`src/rtl/auth_request_scheduler_pkg.sv`:
```
// Shared constants, state encoding and small helpers for the auth request scheduler.
// Pending word layout towards the driver: {requester[1:0], role[1:0], usb[1:0], 2'b00}.
package auth_request_scheduler_pkg;

    localparam logic [1:0] REQ_PD    = 2'b01;
    localparam logic [1:0] REQ_DEBUG = 2'b10;

    localparam logic [1:0] ROLE_RESP = 2'b01;
    localparam logic [1:0] ROLE_INIT = 2'b10;

    localparam int unsigned SIZE_OF_STATES_SCHED = 4;

    typedef enum logic [SIZE_OF_STATES_SCHED-1:0] {
        StIdle       = 4'b0001,
        StWaitAccept = 4'b0010,
        StWaitDone   = 4'b0100,
        StRelease    = 4'b1000
    } sched_state_e;

    // {role[1:0], usb[1:0]}
    typedef logic [3:0] auth_cmd_t;

    function automatic logic role_valid(auth_cmd_t cmd);
        return (cmd[3:2] == ROLE_RESP) || (cmd[3:2] == ROLE_INIT);
    endfunction

    function automatic logic [7:0] pack_pending(logic [1:0] requester, auth_cmd_t cmd);
        return {requester, cmd, 2'b00};
    endfunction

endpackage

```
`src/rtl/auth_request_scheduler_if.sv`:
```
// Requester and driver facing signals of the auth request scheduler.
// The slave modport is the scheduler; the master modport is its environment.
interface auth_request_scheduler_if;

    logic       pd_req_valid;
    logic [3:0] pd_req_cmd;
    logic       pd_req_ready;
    logic       dbg_req_valid;
    logic [3:0] dbg_req_cmd;
    logic       dbg_req_ready;
    logic [7:0] pending_auth_request;
    logic       PD_in_ready;
    logic       DEBUG_in_ready;
    logic       auth_msg_ready;
    logic       pd_done;
    logic       dbg_done;
    logic       cmd_err;
    logic       timeout_err;
    logic       busy;

    modport master (
        output pd_req_valid,
        output pd_req_cmd,
        input  pd_req_ready,
        output dbg_req_valid,
        output dbg_req_cmd,
        input  dbg_req_ready,
        input  pending_auth_request,
        output PD_in_ready,
        output DEBUG_in_ready,
        output auth_msg_ready,
        input  pd_done,
        input  dbg_done,
        input  cmd_err,
        input  timeout_err,
        input  busy
    );

    modport slave (
        input  pd_req_valid,
        input  pd_req_cmd,
        output pd_req_ready,
        input  dbg_req_valid,
        input  dbg_req_cmd,
        output dbg_req_ready,
        output pending_auth_request,
        input  PD_in_ready,
        input  DEBUG_in_ready,
        input  auth_msg_ready,
        output pd_done,
        output dbg_done,
        output cmd_err,
        output timeout_err,
        output busy
    );

endinterface

```
`src/rtl/auth_req_fifo.sv`:
```
// Per-requester request FIFO. ready = !full with no bypass; an entry becomes
// poppable one cycle after it is stored, which sets the two-edge request latency.
module auth_req_fifo #(
    parameter int unsigned DEPTH = 4,
    parameter int unsigned WIDTH = 4
) (
    input  logic             clk,
    input  logic             reset,
    input  logic             push,
    input  logic [WIDTH-1:0] push_data,
    output logic             ready,
    input  logic             pop,
    output logic             avail,
    output logic [WIDTH-1:0] head
);

    localparam int unsigned    AW       = (DEPTH > 1) ? $clog2(DEPTH) : 1;
    localparam logic [AW:0]    DepthCnt = (AW+1)'(DEPTH);

    logic [WIDTH-1:0] mem_q [DEPTH];
    logic [AW-1:0]    wr_ptr_q;
    logic [AW-1:0]    rd_ptr_q;
    logic [AW:0]      count_q;
    logic             pushed_q;
    logic [AW:0]      readable;
    logic             push_ok;
    logic             pop_ok;

    assign ready    = (count_q != DepthCnt);
    // The entry written on the previous edge is not yet visible to the reader.
    assign readable = count_q - (AW+1)'(pushed_q);
    assign avail    = (readable != '0);
    assign push_ok  = push & ready;
    assign pop_ok   = pop & avail;
    assign head     = mem_q[rd_ptr_q];

    always_ff @(posedge clk) begin
        if (reset) begin
            wr_ptr_q <= '0;
            rd_ptr_q <= '0;
            count_q  <= '0;
            pushed_q <= 1'b0;
        end else begin
            if (push_ok) begin
                wr_ptr_q <= wr_ptr_q + AW'(1);
            end
            if (pop_ok) begin
                rd_ptr_q <= rd_ptr_q + AW'(1);
            end
            count_q  <= count_q + (AW+1)'(push_ok) - (AW+1)'(pop_ok);
            pushed_q <= push_ok;
        end
    end

    always_ff @(posedge clk) begin
        if (push_ok) begin
            mem_q[wr_ptr_q] <= push_data;
        end
    end

endmodule

```
`src/rtl/auth_request_scheduler.sv`:
```
// Round-robin front end for the authentication driver: one request in flight at
// a time, held until accepted, then tracked to completion with a timeout guard.
module auth_request_scheduler
    import auth_request_scheduler_pkg::*;
#(
    parameter int unsigned QUEUE_DEPTH    = 4,
    parameter int unsigned TIMEOUT_CYCLES = 1024,
    parameter int unsigned TMR_W          = 11
) (
    input  logic                     clk,
    input  logic                     reset,
    auth_request_scheduler_if.slave  bus
);

    sched_state_e     state_q;
    logic [1:0]       last_q;
    logic [1:0]       owner_q;
    logic [7:0]       pending_q;
    logic [TMR_W-1:0] tmr_q;
    logic             pd_done_q;
    logic             dbg_done_q;
    logic             cmd_err_q;
    logic             timeout_err_q;

    logic       pd_avail;
    logic       dbg_avail;
    logic       pd_ready;
    logic       dbg_ready;
    auth_cmd_t  pd_head;
    auth_cmd_t  dbg_head;
    logic       gnt_pd;
    logic       gnt_dbg;
    auth_cmd_t  gnt_cmd;
    logic [1:0] gnt_req;
    logic       accept_hit;
    logic       expired;

    auth_req_fifo #(
        .DEPTH (QUEUE_DEPTH),
        .WIDTH (4)
    ) u_pd_fifo (
        .clk       (clk),
        .reset     (reset),
        .push      (bus.pd_req_valid),
        .push_data (bus.pd_req_cmd),
        .ready     (pd_ready),
        .pop       (gnt_pd),
        .avail     (pd_avail),
        .head      (pd_head)
    );

    auth_req_fifo #(
        .DEPTH (QUEUE_DEPTH),
        .WIDTH (4)
    ) u_dbg_fifo (
        .clk       (clk),
        .reset     (reset),
        .push      (bus.dbg_req_valid),
        .push_data (bus.dbg_req_cmd),
        .ready     (dbg_ready),
        .pop       (gnt_dbg),
        .avail     (dbg_avail),
        .head      (dbg_head)
    );

    // Arbitration is only live in IDLE; on contention the requester not granted last wins.
    always_comb begin
        gnt_pd  = 1'b0;
        gnt_dbg = 1'b0;
        if (state_q == StIdle) begin
            if (pd_avail && dbg_avail) begin
                gnt_pd  = (last_q == REQ_DEBUG);
                gnt_dbg = (last_q != REQ_DEBUG);
            end else begin
                gnt_pd  = pd_avail;
                gnt_dbg = dbg_avail;
            end
        end
    end

    assign gnt_cmd    = gnt_pd ? pd_head : dbg_head;
    assign gnt_req    = gnt_pd ? REQ_PD : REQ_DEBUG;
    assign accept_hit = (owner_q == REQ_PD) ? bus.PD_in_ready : bus.DEBUG_in_ready;
    assign expired    = (tmr_q == TMR_W'(TIMEOUT_CYCLES - 1));

    always_ff @(posedge clk) begin
        if (reset) begin
            state_q       <= StIdle;
            last_q        <= REQ_DEBUG;
            owner_q       <= REQ_PD;
            pending_q     <= '0;
            tmr_q         <= '0;
            pd_done_q     <= 1'b0;
            dbg_done_q    <= 1'b0;
            cmd_err_q     <= 1'b0;
            timeout_err_q <= 1'b0;
        end else begin
            pd_done_q     <= 1'b0;
            dbg_done_q    <= 1'b0;
            cmd_err_q     <= 1'b0;
            timeout_err_q <= 1'b0;
            unique case (state_q)
                StIdle: begin
                    if (gnt_pd || gnt_dbg) begin
                        last_q  <= gnt_req;
                        owner_q <= gnt_req;
                        if (role_valid(gnt_cmd)) begin
                            pending_q <= pack_pending(gnt_req, gnt_cmd);
                            tmr_q     <= '0;
                            state_q   <= StWaitAccept;
                        end else begin
                            cmd_err_q <= 1'b1;
                        end
                    end
                end
                StWaitAccept: begin
                    // A strobe on the expiry cycle still counts as an accept.
                    if (accept_hit) begin
                        pending_q <= '0;
                        tmr_q     <= '0;
                        state_q   <= StWaitDone;
                    end else if (expired) begin
                        timeout_err_q <= 1'b1;
                        pending_q     <= '0;
                        state_q       <= StRelease;
                    end else begin
                        tmr_q <= tmr_q + TMR_W'(1);
                    end
                end
                StWaitDone: begin
                    if (bus.auth_msg_ready) begin
                        pd_done_q  <= (owner_q == REQ_PD);
                        dbg_done_q <= (owner_q != REQ_PD);
                        state_q    <= StRelease;
                    end else if (expired) begin
                        timeout_err_q <= 1'b1;
                        state_q       <= StRelease;
                    end else begin
                        tmr_q <= tmr_q + TMR_W'(1);
                    end
                end
                StRelease: begin
                    state_q <= StIdle;
                end
                default: begin
                    pending_q <= '0;
                    state_q   <= StIdle;
                end
            endcase
        end
    end

    assign bus.pd_req_ready         = pd_ready;
    assign bus.dbg_req_ready        = dbg_ready;
    assign bus.pending_auth_request = pending_q;
    assign bus.pd_done              = pd_done_q;
    assign bus.dbg_done             = dbg_done_q;
    assign bus.cmd_err              = cmd_err_q;
    assign bus.timeout_err          = timeout_err_q;
    assign bus.busy                 = (state_q != StIdle);

endmodule

```
`src/flat_wrapper.sv`:
```
// flat-port wrapper written by rule: the top's interface ports become plain ports
module auth_request_scheduler_flat import auth_request_scheduler_pkg::*;
#(
    parameter int unsigned QUEUE_DEPTH    = 4,
    parameter int unsigned TIMEOUT_CYCLES = 1024,
    parameter int unsigned TMR_W          = 11
)
  (clk, reset, bus_pd_req_valid, bus_pd_req_cmd, bus_pd_req_ready, bus_dbg_req_valid, bus_dbg_req_cmd, bus_dbg_req_ready, bus_pending_auth_request, bus_PD_in_ready, bus_DEBUG_in_ready, bus_auth_msg_ready, bus_pd_done, bus_dbg_done, bus_cmd_err, bus_timeout_err, bus_busy);
  auth_request_scheduler_if bus_i ();
  input  logic clk;
  input  logic reset;
  input wire logic [$bits(bus_i.pd_req_valid)-1:0] bus_pd_req_valid;
  input wire logic [$bits(bus_i.pd_req_cmd)-1:0] bus_pd_req_cmd;
  output wire logic [$bits(bus_i.pd_req_ready)-1:0] bus_pd_req_ready;
  input wire logic [$bits(bus_i.dbg_req_valid)-1:0] bus_dbg_req_valid;
  input wire logic [$bits(bus_i.dbg_req_cmd)-1:0] bus_dbg_req_cmd;
  output wire logic [$bits(bus_i.dbg_req_ready)-1:0] bus_dbg_req_ready;
  output wire logic [$bits(bus_i.pending_auth_request)-1:0] bus_pending_auth_request;
  input wire logic [$bits(bus_i.PD_in_ready)-1:0] bus_PD_in_ready;
  input wire logic [$bits(bus_i.DEBUG_in_ready)-1:0] bus_DEBUG_in_ready;
  input wire logic [$bits(bus_i.auth_msg_ready)-1:0] bus_auth_msg_ready;
  output wire logic [$bits(bus_i.pd_done)-1:0] bus_pd_done;
  output wire logic [$bits(bus_i.dbg_done)-1:0] bus_dbg_done;
  output wire logic [$bits(bus_i.cmd_err)-1:0] bus_cmd_err;
  output wire logic [$bits(bus_i.timeout_err)-1:0] bus_timeout_err;
  output wire logic [$bits(bus_i.busy)-1:0] bus_busy;
  assign bus_i.pd_req_valid = bus_pd_req_valid;
  assign bus_i.pd_req_cmd = bus_pd_req_cmd;
  assign bus_pd_req_ready = bus_i.pd_req_ready;
  assign bus_i.dbg_req_valid = bus_dbg_req_valid;
  assign bus_i.dbg_req_cmd = bus_dbg_req_cmd;
  assign bus_dbg_req_ready = bus_i.dbg_req_ready;
  assign bus_pending_auth_request = bus_i.pending_auth_request;
  assign bus_i.PD_in_ready = bus_PD_in_ready;
  assign bus_i.DEBUG_in_ready = bus_DEBUG_in_ready;
  assign bus_i.auth_msg_ready = bus_auth_msg_ready;
  assign bus_pd_done = bus_i.pd_done;
  assign bus_dbg_done = bus_i.dbg_done;
  assign bus_cmd_err = bus_i.cmd_err;
  assign bus_timeout_err = bus_i.timeout_err;
  assign bus_busy = bus_i.busy;
  auth_request_scheduler #(.QUEUE_DEPTH(QUEUE_DEPTH), .TIMEOUT_CYCLES(TIMEOUT_CYCLES), .TMR_W(TMR_W)) u_core (.clk(clk), .reset(reset), .bus(bus_i));
endmodule
```
`config.mk`:
```
export PLATFORM = sky130hd
export DESIGN_NAME = auth_request_scheduler_flat
export DESIGN_NICKNAME = d
export VERILOG_FILES = /design/src/rtl/auth_request_scheduler_pkg.sv /design/src/rtl/auth_request_scheduler_if.sv /design/src/rtl/auth_req_fifo.sv /design/src/rtl/auth_request_scheduler.sv /design/src/flat_wrapper.sv
export SDC_FILE = /design/constraint.sdc
export NUM_CORES = 1
export LEC_CHECK = 0
export CORE_MARGIN = 5
export CORE_UTILIZATION = 55
export CTS_CLUSTER_DIAMETER = 50
export DETAILED_ROUTE_END_ITERATION = 12
export HOLD_SLACK_MARGIN = 0.03
export PLACE_DENSITY = 0.76
export SLEW_MARGIN = 10
export SYNTH_ARGS = -nofsm -noshare
export SYNTH_HDL_FRONTEND = slang
export SYNTH_SLANG_ARGS = --single-unit
```
`constraint.sdc`:
```
create_clock -name clk -period 4.9 [get_ports clk]
set_input_delay 0.735 -clock clk [delete_from_list [all_inputs] [get_ports clk]]
set_output_delay 0.735 -clock clk [all_outputs]
set_load 0.01 [all_outputs]
```
# Word-level counts from Yosys, hierarchy flattened
# Memories as Yosys holds them, arrays and structs flattened. A register that Yosys moved wholly into a read port is not among the register bits.
# Cells that the tools add are included.
[op_classes] n_eq_ne=18 reduce_logical=13 n_mux=37 bitwise_logic=9 addsub=11
[ops] operator="two-way mux 11 bit" count=5
[ops] operator="one-hot mux 11 bit (3 select lines)" count=1
[ops] operator="two-way mux 8 bit" count=4
[ops] operator="two-way mux 4 bit" count=6
[ops] operator="one-hot mux 8 bit (3 select lines)" count=1
[ops] operator="two-way mux 1 bit" count=13
[ops] operator="one-hot mux 4 bit (3 select lines)" count=1
[ops] operator="subtractor 3 x 1 -> 3 bit" count=4
[ops] operator="adder 11 x 1 -> 11 bit, second input constant" count=1
[ops] operator="== test 11 x 10 -> 1 bit, second input constant" count=1
[ops] operator="two-way mux 2 bit" count=5
[ops] operator="nonzero test 3 bit" count=3
[ops] operator="adder 2 x 1 -> 2 bit, second input constant" count=4
[ops] operator="inequality test 2 bit, second input constant" count=4
[ops] operator="AND reduction 4 bit" count=2
[ops] operator="adder 3 x 1 -> 3 bit" count=2
[ops] operator="inequality test 3 bit, second input constant" count=2
[ops] operator="OR reduction 3 bit" count=2
[ops] operator="inverter 1 bit" count=5
[ops] operator="AND 1 bit" count=4
[ops] operator="== test 2 x 1 -> 1 bit, second input constant" count=2
[ops] operator="== test 2 bit, second input constant" count=2
[ops] operator="== test 4 x 1 -> 1 bit, second input constant" count=1
[ops] operator="== test 4 x 2 -> 1 bit, second input constant" count=1
[ops] operator="other kinds (10)" count=12
[totals] mem_count=2 elab_cells=107 out_inout_bits=15 regBits=47 inputBits=15 ram_bits=32
[mem_list] memory="u_core.u_dbg_fifo.mem_q" depth=4 word_bits=4 rd=1 rd_clocked_by_memory_dff=1 wr=1 line_no="auth_req_fifo.sv:20" rtl="logic [WIDTH-1:0] mem_q [DEPTH];"
[mem_list] memory="u_core.u_pd_fifo.mem_q" depth=4 word_bits=4 rd=1 rd_clocked_by_memory_dff=1 wr=1 line_no="auth_req_fifo.sv:20"

# Logic depth before layout (Yosys ltp)
# Gate-level depths: netlist (run 1).
[logic_depth] ltp_word=11 depth_mapped=14

# Cells and area by module
# A second synthesis (run 1) with hierarchy kept.
[unflattened] hier_cells=360 hier_area_um2=3960.0
[modules_own_cells] mod="auth_req_fifo" instances=2 area_per_inst_um2=1176.1 seq_area_each_um2=680.7 cells_each=83
[modules_own_cells] mod="auth_request_scheduler" instances=1 area_per_inst_um2=1607.8 seq_area_each_um2=580.6 cells_each=194

# Least setup slack after synthesis (run 1)
# OpenSTA, ideal clock, no wires.
[synth_timing] path_type="flip-flop to flip-flop" from="register u_core.state_q[3]" to="register u_core.u_dbg_fifo.count_q[2]" path_buffers=0 path_slack_ps=2295 setup_time_ps=128 t_arrival_ps=2477 period_less_slack_ps=2605 required_ps=4772 path_stages_with_launch=14 path_cell_list="dfxtp_1 > nor4b_4 > inv_2 > a21oi_1 > nand2_1 > inv_1 > ha_1 > inv_1 > ha_1 > inv_1 > fa_1 > xor2_1 > xnor2_1 > nor2_1"
[synth_between] elab_chain_len=4
[synth_rtl] element="from (decl)" line_no="auth_request_scheduler.sv:15" rtl="sched_state_e state_q;"
[synth_rtl] element="from (signal assigned)" line_no="auth_request_scheduler.sv:88" rtl="state_q <= StIdle;"
[synth_rtl] element="from (signal assigned)" line_no="auth_request_scheduler.sv:110" rtl="state_q <= StWaitAccept;"
[synth_rtl] element="from (signal assigned)" line_no="auth_request_scheduler.sv:121" rtl="state_q <= StWaitDone;"
[synth_rtl] element="== test 4 x 1 -> 1 bit" line_no="auth_request_scheduler.sv:70" rtl="if (state_q == StIdle) begin"
[synth_rtl] element="two-way mux 1 bit" line_no="auth_request_scheduler.sv:70"
[synth_rtl] element="AND 1 bit" line_no="auth_req_fifo.sv:34" rtl="assign pop_ok = pop & avail;"
[synth_rtl] element="via u_core.u_dbg_fifo.pop_ok" line_no="auth_req_fifo.sv:27" rtl="logic pop_ok;"
[synth_rtl] element="subtractor 3 x 1 -> 3 bit" line_no="auth_req_fifo.sv:50" rtl="count_q <= count_q + (AW+1)'(push_ok) - (AW+1)'(pop_ok);"
[synth_rtl] element="to (signal assigned)" line_no="auth_req_fifo.sv:50"
[synth_rtl] element="to (decl)" line_no="auth_req_fifo.sv:23" rtl="logic [AW:0] count_q;"
# The timed path passes the listed nets, and every way through them passes these cells.
# A chain may end at the register's enable or synchronous reset.

# Final worst setup path (run 1)
# Same ends and word-level chain as after synthesis.

==> results of run 1 <==
area by class of cell:
class	count	area [µm²]
Clock buffer	12	135
Clock inverter	4	46.3
Fill cell	543	2480
Inverter	20	75.1
Multi-Input combinational cell	225	1620
Sequential cell	81	1940
Tap cell	80	100
Timing Repair Buffer	28	278
registers in the layout, summed over array words and instances (netlist names), named ones only:
signal and cells:
u_core.u_pd_fifo.rd_ptr_q 2, u_core.bus.pending_auth_request 6, u_core.u_pd_fifo.count_q 3, u_core.u_dbg_fifo.count_q 3, u_core.u_dbg_fifo.mem_q 16, u_core.tmr_q 11
u_core.bus.dbg_done 1, u_core.u_pd_fifo.mem_q 16, u_core.owner_q 2, u_core.bus.timeout_err 1, u_core.last_q 2, u_core.u_pd_fifo.pushed_q 1
u_core.u_dbg_fifo.pushed_q 1, u_core.u_dbg_fifo.wr_ptr_q 2, u_core.u_pd_fifo.wr_ptr_q 2, u_core.bus.pd_done 1, u_core.bus.cmd_err 1, u_core.state_q 4
u_core.u_dbg_fifo.rd_ptr_q 2
routing by layer:
metal / vias up / GRT usage / wire, µm
li1: 1277 / - / -
met1: 1257 / 0.222 / 3000
met2: 87 / 0.300 / 3520
met3: 14 / 0.0443 / 390
met4: 0 / 0.0681 / 128
met5: - / 0 / 0
critical path, delay by kind of cell (launching register included):
kind | cells | cell delay (ps)
simple gates | 3 | 740
flops | 1 | 380
xor+xnor | 2 | 320
compound gates | 1 | 230
buf+inv | 4 | 390
fa+ha+maj | 3 | 770
cell usage in the layout (no fill, tap or decap), types with 12 or more instances in the layout:
master           instances
dfxtp_1                 49
edfxtp_1                32
nand2_1                 28
clkdlybuf4s50_1         27
nor2_1                  21
inv_1                   19
nand3_1                 19
and3_1                  15
ha_1                    15
o21ai_0                 12
metrics by stage:
stage,setup slack [ps],hold WS (ps),instances,power (W),instance area [µm²]
after floorplan,2300,408,340,0.00158,3710
after global placement,2030,419,434,0.00176,4020
after detailed placement,1950,426,434,0.00178,4020
after CTS,1950,437,450,0.00224,4200
after global routing,1680,449,450,0.00240,4200
final,1950,433,450,0.00223,4200
power groups by stage:
stage / Clock, W / Combinational, W / Sequential (W)
2_1_floorplan: 0 / 0.000688 / 0.000894
3_3_place_gp: 0 / 0.000858 / 0.000906
3_5_place_dp: 0 / 0.000871 / 0.000910
4_1_cts: 0.000470 / 0.000878 / 0.000895
5_1_grt: 0.000494 / 0.000999 / 0.000909
6_report: 0.000458 / 0.000879 / 0.000894
cell families (layout without fill, tap and decap cells):
group                    count (synthesis)  in the layout  share of synthesized area
AO/OA/AOI/OAI                           59             59                      0.110
flip-flops                              81             81                      0.524
multiplexers                             9              9                     0.0513
AND/OR/NAND/NOR                        124            124                      0.180
buffers and inverters                   34             64                     0.0395
other                                    1              2                    0.00101
XOR/XNOR                                14             14                     0.0331
adder cells (fa/ha/maj)                 17             17                     0.0614
final timing paths:
path	from	endpoint	slack [ps]
max	u_core.state_q[3]	u_core.u_dbg_fifo.count_q[2]	1950
min	u_core.tmr_q[10]	u_core.tmr_q[10]	430
min reg2reg	u_core.tmr_q[10]	u_core.tmr_q[10]	430
max reg2reg	u_core.state_q[3]	u_core.u_dbg_fifo.count_q[2]	1950
==> run metrics, run 1 <==
logic gate share of total power 0.394; Clk pwr share 0.205; setup TNS 0 ps; Routed WL about 7000 µm; Worst-Margin Slew ~1100 ps; vias in the first global route about 2.5k; Slew Limit Headroom 0.277; Clock Skews approximately 5.1 ps; Hold WC Path Type reg2reg; crit path kind reg2reg; Synth top cells by count dfxtp_1, edfxtp_1, nand2_1; Die Span X about 92 µm; # port buffers 27; gr usage total 0.179; Max Buffers Root-to-Sink 2; cell area after synthesis 0.00371 mm²; DRT Pass-1 Iters 5; synth top area cells dfxtp_1, edfxtp_1, ha_1; initial antenna violation count 0; PwrDens around 530 mW/mm²; RSZ-0062 raised after global routing false; worst vdd ir ~0.00027 V; Initial Util 0.555; Core Util, Final 0.628; CTS tree yes; Nets roughly 400; Avg Inst Size Synth roughly 11 µm²; latest clock arrival within the worst-skew pair around 340 ps; Final Critical Period between 2000 and 3000 ps; first-pass GRT wire length about 12000 µm; drt first-iter violations about 230; Yosys reg bits 81; Seq/Total Area, Yosys 0.524; largest net degree at the start of global routing 35; FMAX 339 MHz; Most common cell on crit path inv_1; P&R area growth vs syn 13.3%; # DRC 0; count of antenna-violating nets left after detailed routing 0; hpwl dp about 5000 µm; critical-path cell list nor4b_4, inv_2, a21oi_1, nand2_1, inv_1, ha_1, inv_1, ha_1, inv_1, fa_1, xor2_1, xnor2_1, nor2_1; CP required about 5000 ps; Reg clk slew, reported paths around 80 ps; PostCTS Resize Cnt 0; root buf cell clkbuf_8; CTS Hold Bufs 0; H-tree depth 3; critical path peak fanout 9; Setup crit end kind flip-flop; Core Rows 30; Final period util 0.601; Setup violations, final 0; Ant. Diodes 0; gr ovfl total 0; GPL Wtd Cong 0.903; cell taking the most area after synthesis dfxtp_1; Via density a little under 6; Yosys top cell area share 0.265; Inserted Clock Buffers 9; LEAKAGE about 1.6 nW; P_sw ~0.0008 W; I/O pin count 30; CP max stage cell nor4b_4; Worst EP arrival ~3200 ps; height of the die between 90 and 100 µm; critical path launch point type flip-flop; EDFF count, synth 32; Net Sw Frac 0.355; Slew Limit Fails 0; synth unique cells 54; vias after detailed routing ~2.6k; routed length per instance between 15 and 20 µm; Hold Crit Depth 2; Max Cap Violations 0; total clock sinks 81; Post-CTS Setup Bufs 0; final hold vios 0; main flop type after synthesis dfxtp_1; Register-to-Register Path Depth 13; core area around 0.0067 mm²; Mapped Cells approximately 340; die area 0.00848 mm²; CP max stage delay between 500 and 600 ps; most frequent cell after synthesis dfxtp_1; Post-synth ARST share 0; layout cell share with drive strength beyond 1 0.0811; status finished, final reports clean; Yosys warnings 0; register share of total power 0.401; Int Power around 0.0014 W
Power figures use the tool's default switching activity.
==> run 2: changes to the inputs <==
--- a/config.mk
+++ b/config.mk
@@ -6,11 +6,11 @@
 export NUM_CORES = 1
 export LEC_CHECK = 0
 export CORE_MARGIN = 5
-export CORE_UTILIZATION = 55
+export CORE_UTILIZATION = 52
 export CTS_CLUSTER_DIAMETER = 50
 export DETAILED_ROUTE_END_ITERATION = 12
 export HOLD_SLACK_MARGIN = 0.03
-export PLACE_DENSITY = 0.76
+export PLACE_DENSITY = 0.75
 export SLEW_MARGIN = 10
 export SYNTH_ARGS = -nofsm -noshare
 export SYNTH_HDL_FRONTEND = slang
==> constraint.sdc (replaced) <==
create_clock -name clk -period 2.5 [get_ports clk]
set_input_delay 0.375 -clock clk [delete_from_list [all_inputs] [get_ports clk]]
set_output_delay 0.375 -clock clk [all_outputs]
set_load 0.01 [all_outputs]
==> run metrics, run 2 (same netlist as run 1, synthesis figures left out) <==
status finished, final reports clean; CP required 2730 ps (-2390 ps); register area 0.00195 mm² (+0.19%); Clock Skews 12.1 ps (+7.01 ps); Final Critical Period 2440 ps (-504 ps); vias after detailed routing 2710 (+2.8%); root buf cell clkbuf_8; count of antenna-violating nets left after detailed routing 0 (unchanged); Slew Limit Fails 0 (unchanged); die area 0.00892 mm² (+5.1%); Initial Util 0.540 (-0.0152); Worst EP arrival 2670 ps (-500 ps); fin worst setup slack 57.6 ps (-1900 ps); critical path launch point type flip-flop; FMAX 409 MHz (+21%); critical path peak fanout 3 (-6); placed cell areas 0.00421 mm² (+4.8%); PwrDens 1070 mW/mm² (+100%); Setup crit end kind flip-flop; LEAKAGE 1.68 nW (+8.2%); Final period util 0.977 (+0.376); CP max stage cell fa_1; DRT met1 WL 3360 µm (+12%); Ant. Diodes 0 (unchanged); multi-input logic area 0.00170 mm² (+4.5%); # port buffers 27 (unchanged); routed length per instance 15.9 µm (+1.4%); gr usage total 0.189 (+0.0107); I/O pin count 30 (unchanged); Core Rows 30 (unchanged); Routed WL 7780 µm (+10%); crit path kind reg2reg; largest net degree at the start of global routing 21 (-40%); highest routed layer met4; largest registers u_core.u_dbg_fifo.mem_q (16), u_core.u_pd_fifo.mem_q (16), u_core.tmr_q (11); Setup violations, final 0 (unchanged); GPL Wtd Cong 0.859 (-4.9%); latest clock arrival within the worst-skew pair 350 ps (about the same); most frequent cells in the layout dfxtp_1, edfxtp_1, nand2_1, clkdlybuf4s50_1, buf_4; height of the die 94.4 µm (+2.5%); Fill cells 538 (-0.92%); Nets 421 (+6.0%); Place WS 0.518 ps (-1950 ps); Max Buffers Root-to-Sink 2 (unchanged); first-pass GRT wire length 12900 µm (+8.2%); Most common cell on crit path ha_2; layout cell share with drive strength beyond 1 0.188 (+0.107); gr ovfl total 0 (unchanged); Reg clk slew, reported paths 80 ps (about the same); commonest non-fill, non-tap cell in the layout dfxtp_1; vias in the first global route 2676 (+7.9%); P&R area growth vs syn 20.8%; hpwl dp 5550 µm (+11%); design area 0.00448 mm² (+6.7%); Hold WC Path Type reg2reg; total clock sinks 81 (unchanged); # DRC 0 (unchanged); CP max stage delay 410 ps (-160 ps); H-tree depth 3 (unchanged); DRT Pass-1 Iters 4 (-1); final hold vios 0 (unchanged); core area 0.00687 mm² (+2.8%); critical-path cell list inv_2, ha_2, xnor2_2, buf_4, a21oi_1, nor3_2, ha_1, inv_1, ha_2, fa_1, nor2b_1; Via density 5.53 (-5.5%); drt first-iter violations 130 (-42%); Die Span X 94.4 µm (+2.5%); initial antenna violation count 0 (unchanged); worst vdd ir 0.000586 V (+120%); Max Cap Violations 0 (unchanged); CTS tree yes; setup TNS 0 ps (unchanged); met3 WL 354 µm (-9.2%); Inserted Clock Buffers 9 (unchanged); metal2 WL 3960 µm (+12%)
run 2: cell types whose count changed in the layout (fill, tap and decap cells not counted), sizes merged:
| cell | previous run | this run |
|---|---|---|
| clkbuf | 12 | 10 |
| clkinv | 2 | 3 |
| clkinvlp | 1 | 2 |
| buf | 1 | 25 |
run 2: layout make-up:
| class | count | area share |
|---|---|---|
| tap | 96 | 0.0268 |
| multi-input combinational | 225 | 0.379 |
| clock buffer | 10 | 0.0285 |
| sequential | 81 | 0.434 |
| clock inverter | 6 | 0.0131 |
| timing repair buffer | 52 | 0.102 |
| inverter | 20 | 0.0168 |
run 2: critical path, delay by kind of cell (launching register included):
family                   cells  cell delay (ps)
AO/OA/AOI/OAI                1              100
XOR/XNOR                     1              190
adder cells (fa/ha/maj)      4             1040
buffers and inverters        3              250
flip-flops                   1              340
AND/OR/NAND/NOR              2              400
run 2: path summary, 6_finish.rpt:
path / cells after the start / start / endpoint / slack [ps]
setup / recovery: 11 / u_core.u_dbg_fifo.count_q[0] / u_core.u_pd_fifo.count_q[1] / 60
hold / removal: 2 / u_core.tmr_q[10] / u_core.tmr_q[10] / 450
setup reg to reg: 11 / u_core.u_dbg_fifo.count_q[0] / u_core.u_pd_fifo.count_q[1] / 60
hold reg to reg: 2 / u_core.tmr_q[10] / u_core.tmr_q[10] / 450
run 2: report_power, final:
group	internal, W	total [W]	switching [W]
clock network	0.000455	0.000920	0.000465
registers	0.00160	0.00177	0.000166
logic	0.00104	0.00213	0.00109
total	0.00309	0.00481	0.00172
run 2: layer usage:
layer / up-vias / track usage
li1: 1331 / -
met1: 1311 / 0.235
met2: 60 / 0.320
met3: 8 / 0.0454
met4: 0 / 0.0710
met5: - / 0
run 2: repair_timing:
action,4_1_cts,5_1_grt
resized for setup,2,17
hold buffers,0,0
buffers inserted,0,3
endpoints found under the setup margin,1,3
pin swaps,1,10
run 2: through the flow:
step                total power (W)  hold slack (ps)  instances  utilization
detailed placement          0.00375              431        471        0.613
CTS                         0.00468              463        487        0.640
global route                0.00516              473        490        0.652
global placement            0.00369              417        471        0.613
finish                      0.00481              451        490        0.652
floorplan                   0.00312              408        340            -
==> run 3: changes to the inputs <==
--- a/config.mk
+++ b/config.mk
@@ -8,6 +8,7 @@
 export CORE_MARGIN = 5
 export CORE_UTILIZATION = 52
 export CTS_CLUSTER_DIAMETER = 50
+export CTS_CLUSTER_SIZE = 30
 export DETAILED_ROUTE_END_ITERATION = 12
 export HOLD_SLACK_MARGIN = 0.03
 export PLACE_DENSITY = 0.75
==> results of run 3 <==
The final DEF is identical to that of run 2; final timing and power are the same.
